==> src/rtl/fxu_pipe.sv <==
// fxu_pipe -- registered fixed-point execution unit for the out-of-order core.
//
// Sits between the FXU reservation station (issue side) and the ROB/CDB
// writeback arbiter (result side). Adds valid/ready handshakes on both sides,
// a single registered result stage with backpressure, a synchronous flush,
// and illegal-opcode / signed-overflow reporting.
//
// Optional feature macro: FXU_MUL_EN
//   defined   -> opcode 0010 runs an iterative shift-add multiply (DATA_W cycles)
//   undefined -> no multiplier is built, opcode 0010 is reported illegal, busy=0
//
// Ports:
//   clk, rst_n          clock, asynchronous active-low reset
//   flush               synchronous kill of all in-flight work
//   in_valid/in_ready   issue handshake
//   in_opcode           0000 add, 0001 sub, 0010 mul, 0100 mov, 0101 movl, 0110 movh
//   in_rob              ROB index of the issued instruction
//   in_vt, in_va, in_vb destination old value, operand a, operand b
//   in_imm              DATA_W/2-bit immediate
//   out_valid/out_ready result handshake
//   out_rob, out_value  ROB index and result
//   out_ovf             signed overflow (add/sub only)
//   out_illegal         opcode not supported
//   busy                multiply in progress
module fxu_pipe #(
  parameter int DATA_W = 16,
  parameter int ROB_W  = 4
) (
  input  logic              clk,
  input  logic              rst_n,
  input  logic              flush,
  input  logic              in_valid,
  output logic              in_ready,
  input  logic [3:0]        in_opcode,
  input  logic [ROB_W-1:0]  in_rob,
  input  logic [DATA_W-1:0] in_vt,
  input  logic [DATA_W-1:0] in_va,
  input  logic [DATA_W-1:0] in_vb,
  input  logic [DATA_W/2-1:0] in_imm,
  output logic              out_valid,
  input  logic              out_ready,
  output logic [ROB_W-1:0]  out_rob,
  output logic [DATA_W-1:0] out_value,
  output logic              out_ovf,
  output logic              out_illegal,
  output logic              busy
);

  localparam int H = DATA_W / 2;

  localparam logic [3:0] OP_ADD  = 4'b0000;
  localparam logic [3:0] OP_SUB  = 4'b0001;
  localparam logic [3:0] OP_MOV  = 4'b0100;
  localparam logic [3:0] OP_MOVL = 4'b0101;
  localparam logic [3:0] OP_MOVH = 4'b0110;
`ifdef FXU_MUL_EN
  localparam logic [3:0] OP_MUL  = 4'b0010;
`endif

  // Signed overflow: for add the operand signs match, for sub they differ,
  // and in both cases the result sign differs from operand a.
  function automatic logic ovf_f(input logic is_sub, input logic a_msb,
                                 input logic b_msb, input logic r_msb);
    logic signs_agree;
    signs_agree = is_sub ? (a_msb != b_msb) : (a_msb == b_msb);
    return signs_agree && (r_msb != a_msb);
  endfunction

  // Result register
  logic              out_valid_q, out_valid_d;
  logic [ROB_W-1:0]  out_rob_q, out_rob_d;
  logic [DATA_W-1:0] out_value_q, out_value_d;
  logic              out_ovf_q, out_ovf_d;
  logic              out_illegal_q, out_illegal_d;

  // Combinational ALU outputs
  logic [DATA_W-1:0] alu_value_s;
  logic              alu_ovf_s;
  logic              alu_illegal_s;
  logic              is_mul_s;

  logic idle_s;
  logic accept_s;
  logic xfer_s;

`ifdef FXU_MUL_EN
  localparam int CNT_W = $clog2(DATA_W);
  localparam logic [CNT_W-1:0] CNT_LAST = CNT_W'(DATA_W - 1);

  typedef enum logic [0:0] {
    ST_IDLE = 1'b0,
    ST_MUL  = 1'b1
  } state_e;

  state_e            state_q, state_d;
  logic [DATA_W-1:0] mcand_q, mcand_d;
  logic [DATA_W-1:0] mplier_q, mplier_d;
  logic [DATA_W-1:0] acc_q, acc_d;
  logic [CNT_W-1:0]  cnt_q, cnt_d;
  // The multiply keeps its own ROB tag: the result register may still be
  // draining an older result when the multiply is accepted.
  logic [ROB_W-1:0]  mul_rob_q, mul_rob_d;

  assign idle_s = (state_q == ST_IDLE);
  assign busy   = (state_q == ST_MUL);
`else
  assign idle_s = 1'b1;
  assign busy   = 1'b0;
`endif

  // rst_n is included so in_ready is low throughout reset.
  assign in_ready = rst_n && idle_s && !flush && (!out_valid_q || out_ready);
  assign accept_s = in_valid && in_ready;
  assign xfer_s   = out_valid_q && out_ready;

  // Decode and single-cycle ALU evaluation of the issue-side operands.
  always_comb begin
    alu_value_s   = {DATA_W{1'b0}};
    alu_ovf_s     = 1'b0;
    alu_illegal_s = 1'b0;
    is_mul_s      = 1'b0;
    case (in_opcode)
      OP_ADD: begin
        alu_value_s = in_va + in_vb;
        alu_ovf_s   = ovf_f(1'b0, in_va[DATA_W-1], in_vb[DATA_W-1], alu_value_s[DATA_W-1]);
      end
      OP_SUB: begin
        alu_value_s = in_va - in_vb;
        alu_ovf_s   = ovf_f(1'b1, in_va[DATA_W-1], in_vb[DATA_W-1], alu_value_s[DATA_W-1]);
      end
      OP_MOV:  alu_value_s = in_va;
      OP_MOVL: alu_value_s = {in_vt[DATA_W-1:H], in_imm};
      OP_MOVH: alu_value_s = {in_imm, in_vt[H-1:0]};
`ifdef FXU_MUL_EN
      OP_MUL:  is_mul_s = 1'b1;
`endif
      default: alu_illegal_s = 1'b1;
    endcase
  end

  // Next-state for the result register and (optionally) the multiply FSM.
  always_comb begin
    out_valid_d   = out_valid_q;
    out_rob_d     = out_rob_q;
    out_value_d   = out_value_q;
    out_ovf_d     = out_ovf_q;
    out_illegal_d = out_illegal_q;
`ifdef FXU_MUL_EN
    state_d   = state_q;
    mcand_d   = mcand_q;
    mplier_d  = mplier_q;
    acc_d     = acc_q;
    cnt_d     = cnt_q;
    mul_rob_d = mul_rob_q;
`endif
    if (flush) begin
      // Flush beats everything, including a same-cycle transfer or accept.
      out_valid_d = 1'b0;
`ifdef FXU_MUL_EN
      state_d = ST_IDLE;
`endif
    end else begin
      if (xfer_s) begin
        out_valid_d = 1'b0;
      end else begin
        out_valid_d = out_valid_q;
      end
`ifdef FXU_MUL_EN
      if (state_q == ST_MUL) begin
        // One multiplier bit per cycle, LSB first.
        acc_d    = acc_q + (mplier_q[0] ? mcand_q : {DATA_W{1'b0}});
        mcand_d  = {mcand_q[DATA_W-2:0], 1'b0};
        mplier_d = {1'b0, mplier_q[DATA_W-1:1]};
        cnt_d    = cnt_q + {{(CNT_W-1){1'b0}}, 1'b1};
        if (cnt_q == CNT_LAST) begin
          // Result register is known empty here: nothing loads it during MUL.
          state_d       = ST_IDLE;
          out_valid_d   = 1'b1;
          out_value_d   = acc_d;
          out_rob_d     = mul_rob_q;
          out_ovf_d     = 1'b0;
          out_illegal_d = 1'b0;
        end else begin
          state_d = ST_MUL;
        end
      end else if (accept_s && is_mul_s) begin
        state_d   = ST_MUL;
        mcand_d   = in_va;
        mplier_d  = in_vb;
        acc_d     = {DATA_W{1'b0}};
        cnt_d     = {CNT_W{1'b0}};
        mul_rob_d = in_rob;
      end else if (accept_s) begin
        out_valid_d   = 1'b1;
        out_rob_d     = in_rob;
        out_value_d   = alu_value_s;
        out_ovf_d     = alu_ovf_s;
        out_illegal_d = alu_illegal_s;
      end else begin
        state_d = state_q;
      end
`else
      if (accept_s) begin
        out_valid_d   = 1'b1;
        out_rob_d     = in_rob;
        out_value_d   = alu_value_s;
        out_ovf_d     = alu_ovf_s;
        out_illegal_d = alu_illegal_s;
      end else begin
        out_rob_d = out_rob_q;
      end
`endif
    end
  end

  // Result register flops.
  always_ff @(posedge clk or negedge rst_n) begin
    if (!rst_n) begin
      out_valid_q   <= 1'b0;
      out_rob_q     <= {ROB_W{1'b0}};
      out_value_q   <= {DATA_W{1'b0}};
      out_ovf_q     <= 1'b0;
      out_illegal_q <= 1'b0;
    end else begin
      out_valid_q   <= out_valid_d;
      out_rob_q     <= out_rob_d;
      out_value_q   <= out_value_d;
      out_ovf_q     <= out_ovf_d;
      out_illegal_q <= out_illegal_d;
    end
  end

`ifdef FXU_MUL_EN
  // Multiply FSM state and datapath flops.
  always_ff @(posedge clk or negedge rst_n) begin
    if (!rst_n) begin
      state_q   <= ST_IDLE;
      mcand_q   <= {DATA_W{1'b0}};
      mplier_q  <= {DATA_W{1'b0}};
      acc_q     <= {DATA_W{1'b0}};
      cnt_q     <= {CNT_W{1'b0}};
      mul_rob_q <= {ROB_W{1'b0}};
    end else begin
      state_q   <= state_d;
      mcand_q   <= mcand_d;
      mplier_q  <= mplier_d;
      acc_q     <= acc_d;
      cnt_q     <= cnt_d;
      mul_rob_q <= mul_rob_d;
    end
  end
`endif

  assign out_valid   = out_valid_q;
  assign out_rob     = out_rob_q;
  assign out_value   = out_value_q;
  assign out_ovf     = out_ovf_q;
  assign out_illegal = out_illegal_q;

endmodule

==> config.mk <==
export PLATFORM = sky130hd
export DESIGN_NAME = fxu_pipe
export DESIGN_NICKNAME = d
export VERILOG_FILES = /design/src/rtl/fxu_pipe.sv
export SDC_FILE = /design/constraint.sdc
export NUM_CORES = 1
export LEC_CHECK = 0
export BUFFER_PORTS_ARGS = -buffer_cell sky130_fd_sc_hd__buf_2
export CORE_AREA = 2 2 93 72
export CTS_CLUSTER_SIZE = 16
export DETAILED_ROUTE_END_ITERATION = 16
export DIE_AREA = 0 0 95 74
export PLACE_DENSITY = 0.84
export SLEW_MARGIN = 20
export SYNTH_ARGS = -nofsm -noshare
export SYNTH_HDL_FRONTEND = slang
export SYNTH_SLANG_ARGS = --single-unit
==> constraint.sdc <==
create_clock -name clk -period 6 [get_ports clk]
set_clock_uncertainty 0.15 [all_clocks]
set_input_delay 0.3 -clock clk [delete_from_list [all_inputs] [get_ports clk]]
set_output_delay 0.3 -clock clk [all_outputs]
set_load 0.02 [all_outputs]
==> qor.csv <==
stage,metric,value,unit
timing,unrepaired setup endpoints after global routing,false,
power_and_ir_drop,Leakage,1.74,nW
place,HPWL after detailed placement,7.41,mm
worst_setup_path,cell depth of the worst flop-to-flop path,8,
drt,post-route ant nets,0,
global_routing,Total GRT Usage,26.5,%
place,placer congestion estimate,0.924,
run,Max-Cap Viols,0,
worst_hold_path,Worst Hold Class,in -> reg,
logic_synthesis,"FFs w/ async S/R, synth",100,%
run_status,outcome,finished clean,
timing,final setup fails,0,
timing,final hold violation count,0,
logic_synthesis,most frequent cells after synthesis,"34 x nand2_1, 32 x inv_1, 32 x o21ai_0",
logic_synthesis,dominant cell by count in the synthesized netlist,nand2_1,
worst_setup_path,R2R Setup Slk,3.46,ns
worst_hold_path,hold endpoint,out_rob[2],
logic_synthesis,Mapped Cells,382,
place,PortBufs,92,
worst_setup_path,Setup Crit Path Kind,in -> reg,
drt,via count,3181,
timing,Slew headroom,52.5,%
clock_tree,"CTS clk-pin slew, worst paths",0.08,ns
layout,nets@finish,561,
power_and_ir_drop,P_sw,250,uW
power_and_ir_drop,clock share of power,16.3,%
clock_tree,Worst-Skew Late Latency,0.26,ns
global_routing,first-pass GRT wire length,14.5,mm
drt,DRC,0,
floorplanning,io pins,94,
clock_tree,H-Tree Depth,1,
power_and_ir_drop,sequential share of power,32.0,%
layout,n_diodes,0,
clock_tree,Post-CTS Hold Buffers,1,
timing,fmax,313,MHz
worst_hold_path,Worst Hold Depth,3,
logic_synthesis,"top cells by area, synth","dfrtp_1 19%, ha_1 13%, mux2i_1 6.4%, o21ai_0 5.4%, nand2_1 4.3%",
layout,Non-Filler Instances,539,
global_routing,initial antenna violation count,0,
worst_setup_path,worst r2r src,out_valid,
clock_tree,clock buffer depth,2,
floorplanning,Core Rows,25,
timing,period utilization,53.2,%
floorplanning,Die W,95,um
worst_setup_path,Worst setup SP type,input pin,
drt,drt pass-1 iters,5,
layout,share of cells above drive strength 1,24.2,%
layout,area grow syn2layout,17.6,%
power_and_ir_drop,switching portion of total power,42.2,%
worst_setup_path,WP data required,6.04,ns
logic_synthesis,sequential area share after synthesis,19.4,%
place,placed insts,534,
logic_synthesis,Syn Std Cell Area,0.00297,mm^2
global_routing,vias in the first global route,2984,
floorplanning,Core Box Area,0.00616,mm^2
worst_hold_path,hold_sp,in_rob[2],
clock_tree,CTS buffer count,3,
logic_synthesis,Synth top area share,19.4,%
power_and_ir_drop,Pint,343,uW
drt,Post-Route WL,9.29,mm
power_and_ir_drop,Comb power frac,51.7,%
logic_synthesis,dominant cell type by area after synthesis,dfrtp_1,
worst_setup_path,FF-to-FF End,out_value[14],
timing,Slew Limit Fails,0,
clock_tree,Root Driver,clkbuf_8,
timing,setup TNS,0,ns
floorplanning,Initial Util,48.2,%
worst_setup_path,critical path data arrival time,3.23,ns
logic_synthesis,Mapped Nets,484,
logic_synthesis,Cell variety after synth,66,
clock_tree,setup bufs post-CTS,0,
worst_setup_path,CP endpoint kind,flop,
clock_tree,CTS tree,built,
floorplanning,die area,0.00703,mm^2
clock_tree,clk sinks,23,
global_routing,gr ovfl total,0,
logic_synthesis,Post-synth EDFFs,0,
floorplanning,Die Y,74,um
logic_synthesis,top_reg_cell synth,dfrtp_1,
worst_setup_path,"Max FO, Critical Path",25,
logic_synthesis,number of synthesis warnings,0,
clock_tree,PostCTS Resize Cnt,0,
global_routing,largest net degree at the start of global routing,41,
drt,vias per inst,5.90,
timing,Worst-Margin Slew,0.712,ns
drt,drt wl/cell,17.2,um
logic_synthesis,Syn Area/Cell,7.78,um^2
logic_synthesis,"FF+latch count, synth",23,
power_and_ir_drop,PD cells,170,mW/mm^2
drt,drt first-iter violations,176,
timing,min Tclk post-route,3.19,ns
power_and_ir_drop,maximum vdd drop,90.5,uV
## power by group through the flow
stage          Sequential (mW)  Clock (mW)  Combinational (mW)
6_report                 0.190      0.0969               0.306
3_5_place_dp             0.192           0               0.301
3_3_place_gp             0.192           0               0.295
4_1_cts                  0.189      0.0977               0.302
2_1_floorplan            0.220           0               0.172
5_1_grt                  0.192       0.107               0.335
## per-stage QoR
stage	cell area [um^2]	hold slack, ns	power, mW	util (%)	setup WS, ns
floorplan	2970	-0.146	0.392	-	3.67
CTS	3490	0.0815	0.589	56.7	2.82
finish	3490	0.0762	0.593	56.7	2.81
detailed placement	3440	0.161	0.493	55.8	3.09
global placement	3440	0.151	0.488	55.8	3.15
global route	3490	0.0688	0.634	56.7	2.59
## worst max-delay path: stages
cell,delay [ns]
dlygate4sd3_1,0.52
buf_2,0.46
and3b_1,0.29
nand2_2,0.30
or3_1,0.61
or3_1,0.36
nor3b_1,0.21
nor3b_1,0.08
o21ai_1,0.08
## area by class of cell
class                           count  area, um^2
Clock inverter                      1        5.00
Tap cell                           81         101
Multi-Input combinational cell    305        2170
Inverter                           32         120
Sequential cell                    23         576
Timing Repair Buffer               94         478
Clock buffer                        3        41.3
Fill cell                         599        2670
## state kept, by name (all words and copies together) (netlist names)
register / count
out_rob: 4
out_valid: 1
out_ovf: 1
out_value: 16
out_illegal: 1
## cell usage in the layout, fill, tap and decap left out, types with 3 or more instances in the layout
cell      count
buf_2        92
nand2_1      34
inv_1        32
o21ai_0      32
ha_1         31
nor2_1       28
a21oi_1      24
dfrtp_1      23
mux2i_1      19
xnor2_1      14
nand3_1       9
nor2b_1       8
o31ai_1       7
a21o_1        6
o21ai_1       6
a221oi_1      6
a22oi_1       6
nand2b_1      5
nor3_1        4
or3_1         4
nor4_1        4
nor3b_1       4
nand4_1       3
o21a_1        3
o41ai_1       3
a31oi_1       3
clkbuf_8      3
## worst max path at each step
stage              start            end  depth (start not counted)
2_1_floorplan   in_vb[9]  out_value[13]                         11
3_3_place_gp   in_va[12]  out_value[13]                         10
3_5_place_dp       rst_n  out_value[14]                          8
4_1_cts            rst_n  out_value[14]                          9
5_1_grt            rst_n  out_value[14]                          9
6_report           rst_n  out_value[14]                          9
## kinds of logic after synthesis
group / Yosys count / share of synthesized area [%]
other: 1 / 0.126
DFF: 23 / 19.4
AOI/OAI and AO/OA: 117 / 26.1
muxes: 22 / 8.04
xor gates and xnor gates: 16 / 4.72
adders and majority gates: 33 / 14.4
and+or+nand+nor: 116 / 19.7
buffers and inverters: 54 / 7.54
## routing by layer
metal / wire (um) / GRT usage [%] / vias up
met1: 4090 / 37.1 / 1480
met5: 0 / 0 / -
met2: 4080 / 42.6 / 166
met4: 152 / 8.05 / 0
li1: - / - / 1521
met3: 974 / 4.05 / 14
(Power assumes the default switching activity.)
